==> src/rtl/dsp_rdata_channel.sv <==
// AXI4 read-data return path: steers R beats from slave-arbitration ports to the
// master in AR-acceptance order, generating RLAST from a local beat count.
module dsp_rdata_channel #(
    parameter int SLV_AMT          = 2,
    parameter int OUTSTANDING_AMT  = 8,
    parameter int DATA_WIDTH       = 32,
    parameter int TRANS_MST_ID_W   = 5,
    parameter int TRANS_DATA_LEN_W = 3,
    parameter int TRANS_RESP_W     = 2,
    parameter int SLV_ID_W         = $clog2(SLV_AMT)
) (
    input  logic                               ACLK_i,
    input  logic                               ARESET_i,
    input  logic                               ord_push_i,
    input  logic [SLV_ID_W-1:0]                ord_slv_id_i,
    input  logic [TRANS_DATA_LEN_W-1:0]        ord_len_i,
    output logic                               ord_full_o,
    output logic                               ord_empty_o,
    input  logic [TRANS_MST_ID_W*SLV_AMT-1:0]  sa_RID_i,
    input  logic [DATA_WIDTH*SLV_AMT-1:0]      sa_RDATA_i,
    input  logic [TRANS_RESP_W*SLV_AMT-1:0]    sa_RRESP_i,
    input  logic [SLV_AMT-1:0]                 sa_RLAST_i,
    input  logic [SLV_AMT-1:0]                 sa_RVALID_i,
    output logic [SLV_AMT-1:0]                 sa_RREADY_o,
    output logic [TRANS_MST_ID_W-1:0]          m_RID_o,
    output logic [DATA_WIDTH-1:0]              m_RDATA_o,
    output logic [TRANS_RESP_W-1:0]            m_RRESP_o,
    output logic                               m_RLAST_o,
    output logic                               m_RVALID_o,
    input  logic                               m_RREADY_i,
    output logic                               last_err_o
);

    localparam int PTR_W = $clog2(OUTSTANDING_AMT);

    logic [PTR_W:0]                wr_ptr;
    logic [PTR_W:0]                rd_ptr;
    logic [SLV_ID_W-1:0]           ord_slv_mem [OUTSTANDING_AMT];
    logic [TRANS_DATA_LEN_W-1:0]   ord_len_mem [OUTSTANDING_AMT];

    logic [SLV_ID_W-1:0]           head_slv;
    logic [TRANS_DATA_LEN_W-1:0]   head_len;
    logic [TRANS_DATA_LEN_W-1:0]   beat_cnt;

    logic fifo_full;
    logic fifo_empty;
    logic push_ok;
    logic handshake;
    logic local_last;
    logic pop;
    logic head_rlast;
    logic last_err_q;

    assign fifo_full  = (wr_ptr[PTR_W] != rd_ptr[PTR_W]) &&
                        (wr_ptr[PTR_W-1:0] == rd_ptr[PTR_W-1:0]);
    assign fifo_empty = (wr_ptr == rd_ptr);
    // A push while full is dropped even if a pop frees a slot on the same edge.
    assign push_ok    = ord_push_i & ~fifo_full;

    assign head_slv   = ord_slv_mem[rd_ptr[PTR_W-1:0]];
    assign head_len   = ord_len_mem[rd_ptr[PTR_W-1:0]];

    assign ord_full_o  = fifo_full;
    assign ord_empty_o = fifo_empty;

    always_comb begin
        m_RID_o     = '0;
        m_RDATA_o   = '0;
        m_RRESP_o   = '0;
        m_RVALID_o  = 1'b0;
        sa_RREADY_o = '0;
        head_rlast  = 1'b0;
        if (!fifo_empty) begin
            for (int unsigned k = 0; k < SLV_AMT; k++) begin
                if (SLV_ID_W'(k) == head_slv) begin
                    m_RID_o        = sa_RID_i[k*TRANS_MST_ID_W +: TRANS_MST_ID_W];
                    m_RDATA_o      = sa_RDATA_i[k*DATA_WIDTH +: DATA_WIDTH];
                    m_RRESP_o      = sa_RRESP_i[k*TRANS_RESP_W +: TRANS_RESP_W];
                    m_RVALID_o     = sa_RVALID_i[k];
                    head_rlast     = sa_RLAST_i[k];
                    sa_RREADY_o[k] = m_RREADY_i;
                end
            end
        end
    end

    assign handshake  = m_RVALID_o & m_RREADY_i;
    assign local_last = (beat_cnt == head_len);
    assign pop        = handshake & local_last;
    assign m_RLAST_o  = m_RVALID_o & local_last;
    assign last_err_o = last_err_q;

    always_ff @(posedge ACLK_i) begin
        if (push_ok) begin
            ord_slv_mem[wr_ptr[PTR_W-1:0]] <= ord_slv_id_i;
            ord_len_mem[wr_ptr[PTR_W-1:0]] <= ord_len_i;
        end
    end

    always_ff @(posedge ACLK_i) begin
        if (ARESET_i) begin
            wr_ptr     <= '0;
            rd_ptr     <= '0;
            beat_cnt   <= '0;
            last_err_q <= 1'b0;
        end else begin
            if (push_ok)
                wr_ptr <= wr_ptr + (PTR_W+1)'(1);
            if (pop)
                rd_ptr <= rd_ptr + (PTR_W+1)'(1);
            if (handshake)
                beat_cnt <= pop ? '0 : beat_cnt + TRANS_DATA_LEN_W'(1);
            // Slave RLAST is only audited; the local count alone drives the pop.
            last_err_q <= handshake & (head_rlast != local_last);
        end
    end

endmodule

==> config.mk <==
export PLATFORM = sky130hd
export DESIGN_NAME = dsp_rdata_channel
export DESIGN_NICKNAME = d
export VERILOG_FILES = /design/src/rtl/dsp_rdata_channel.sv
export SDC_FILE = /design/constraint.sdc
export NUM_CORES = 1
export LEC_CHECK = 0
export ABC_AREA = 1
export BUFFER_PORTS_ARGS = -buffer_cell sky130_fd_sc_hd__buf_2
export CORE_MARGIN = 2
export CORE_UTILIZATION = 41
export CTS_CLUSTER_DIAMETER = 100
export DETAILED_ROUTE_END_ITERATION = 7
export PLACE_DENSITY = 0.72
export SKIP_CTS_REPAIR_TIMING = 1
export SYNTH_ARGS = -nofsm -noshare
export SYNTH_HDL_FRONTEND = slang
export SYNTH_SLANG_ARGS = --single-unit
export TNS_END_PERCENT = 5
==> constraint.sdc <==
create_clock -name ACLK_i -period 2.4 [get_ports ACLK_i]
set_clock_uncertainty 0.15 [all_clocks]
set_input_delay 0 -clock ACLK_i [delete_from_list [all_inputs] [get_ports ACLK_i]]
set_output_delay 0 -clock ACLK_i [all_outputs]
set_load 0.005 [all_outputs]
==> metrics.yaml <==
die_w_um: 87.0
area_growth_pct: 30.5
critPathBufInv: 4
wl_per_cell_um: 12.4
clkSlewWorstSetupHoldPaths_ns: 0.09
cts_buffers: 5
grt_setup_unrepaired: "false"
cts_tree: "yes"
violations: "negative hold slack"
synth_mux_area_share_pct: 0
cts.sinks: 47
ys_seq_elements: 47
detail-route-antenna-nets: 0
place_area_mm2: 0.00352
netlist_instances: 376
cp_cell_sequence: "inv_6, nand2_1, nand3_1, nand3_2, nand2_2, inv_1, buf_4, nor2_1, nor2_1, buf_2"
endpoint_kind: "output pin"
routabilityCongestion: 0.848
path_common_cell: "nor2_1"
nets: 604
fin_tns_setup_ns: 0
n_fill_cell: 648
drv_cap: 0
synth_compound_area_share_pct: 9.76
row_count: 30
design_area_mm2: 0.00368
cts.htree.levels: 2
power_leakage_nw: 1.86
overflow: 0
root_buffer: "clkbuf_8"
hold_viol_final: 1
synth_area_per_cell_um2: 7.50
dp_hpwl_um: 6000
mostFrequentLayoutCell: "buf_2"
io_pins: 136
synth_nets: 469
status: "finished, violations left"
slew_headroom_pct: 71.0
coreArea_mm2: 0.00672
avgViaCountPerCell: 4.80
critical-path-slowest-cell: "dfxtp_1"
slew_viol_final: 0
layout_common_cells: "buf_2 (135), nor2_1 (95), nand2_1 (66)"
dr.pass1.iters: 4
fmax_mhz: 459
fin_crit_ns: 2.18
ir_drop_mv: 0.421
synth_cell_types: 27
antenna_cells: 0
worstPathArrival_ns: 2.03
max_stage_delay_ns: 0.49
grt_pass1_vias: 2394
hold_path.class: "in -> reg"
num_vias: 2840
yosys.area_share.simple_pct: 33.3
drc: 0
preCtsSetupSlack_ns: 0.431
antenna_found_initial: 0
die_height_um: 87.0
hold_ws_ns: -0.00853
p_per_area_mw_per_mm2: 493
drt_wl_total_um: 7370
tightest_slew_ns: 0.433
grt_max_degree: 42
path_class: "reg -> out"
clk_latency_ns: 0.31
yosysWarnings: 0
critPathTopFamily: "buffers and inverters"
layout_setup_ws_ns: 0.221
clock_path_buffers: 2
crit_fanout: 40
yosys.area_share.adder_pct: 1.33
grt_first_pass_wirelength_um: 10900
period_share_pct: 90.8
synth_top_family_by_area: "simple AND/OR/NAND/NOR gates"
track_usage_pct: 18.3
floorplan.initialDensity_pct: 42.0
syn_area_mm2: 0.00282
numPortBuffers: 135
ys_seq_area_share_pct: 44.7
setup_viol: 0
drive_above_1_share_pct: 32.6
drt_iter0_markers: 103
required_ns: 2.25
synth_xor_area_share_pct: 2.17
startpoint_type: "flip-flop"
die_area_mm2: 0.00756
-- flip-flops by register name (all words and copies together), names as in the netlist, named ones only --
name         count
rd_ptr           4
wr_ptr           4
ord_len_mem     24
ord_slv_mem      8
last_err_o       1
beat_cnt         3
-- power breakdown --
group / total [mW] / internal [mW] / leakage, nW / switching [mW]
clock: 0.469 / 0.203 / 0.0402 / 0.267
combinational: 0.455 / 0.202 / 1.40 / 0.254
sequential: 0.892 / 0.882 / 0.412 / 0.0105
total: 1.82 / 1.29 / 1.86 / 0.531
-- worst paths after layout --
| kind | start | end | depth (start not counted) | slack [ns] |
|---|---|---|---|---|
| max | flip-flop | m_RID_o[3] | 10 | 0.22 |
| min | m_RREADY_i | beat_cnt[1]$_SDFFE_PP0P_ | 4 | -0.009 |
| max reg2reg | rd_ptr[2]$_SDFFE_PP0P_ | ord_len_mem[0][2]$_DFFE_PP_ | 6 | 0.43 |
| min reg2reg | wr_ptr[3]$_SDFFE_PP0P_ | wr_ptr[3]$_SDFFE_PP0P_ | 1 | 0.35 |
-- per-stage QoR --
stage                     instances  power [mW]  util [%]  hold WS (ns)
after floorplan                 376        1.16         -       -0.0511
after global placement          577        1.35      52.4         0.120
after detailed placement        577        1.36      52.4         0.122
after CTS                       585        1.82      53.8        -0.201
after global routing            592        1.92      54.8        0.0274
final                           592        1.82      54.8      -0.00853
-- cell type report --
| cell class | count | area (µm²) | area share (%) |
|---|---|---|---|
| Sequential cell | 47 | 1260 | 34.3 |
| Timing Repair Buffer | 146 | 776 | 21.1 |
| Inverter | 37 | 144 | 3.91 |
| Tap cell | 80 | 100 | 2.72 |
| Multi-Input combinational cell | 274 | 1310 | 35.6 |
| Clock inverter | 3 | 20.0 | 0.544 |
| Clock buffer | 5 | 68.8 | 1.87 |
-- synth_stat cells, drive strengths merged --
master	number	area (µm²)
nand2	75	314
nor2	97	388
nand3	32	193
xor2	4	35.0
xnor2	3	26.3
nor3	2	10.0
or2	1	6.26
edfxtp	32	961
dfxtp	15	300
buf	10	73.8
nand3b	2	27.5
a21oi	11	55.1
o21ai	44	220
clkbuf	8	30.0
ha	3	37.5
inv	37	144
-- layer usage --
layer / global-route usage (%) / up-vias / share of wire, %
met3: 3.22 / 12 / 6.6
met2: 31.9 / 101 / 50
met5: 0 / - / 0
met4: 6.53 / 0 / 2.0
li1: - / 1474 / -
met1: 22.7 / 1253 / 42
-- logic make-up (layout without fill, tap and decap cells) --
family                     count (synthesis)  in the layout
and+or+nand+nor                          209            209
AOI/OAI and AO/OA                         55             55
buffers and inverters                     55            191
DFF                                       47             47
xor gates and xnor gates                   7              7
adders and majority gates                  3              3
-- worst reg2reg max path, cell delays in order, from the launching register on --
cell	delay [ns]
dfxtp_1	0.42
xor2_1	0.16
nor2_1	0.08
nand2_1	0.07
nand2_1	0.10
or2_2	0.34
nor2_1	0.31
Power figures use the tool's default switching activity.
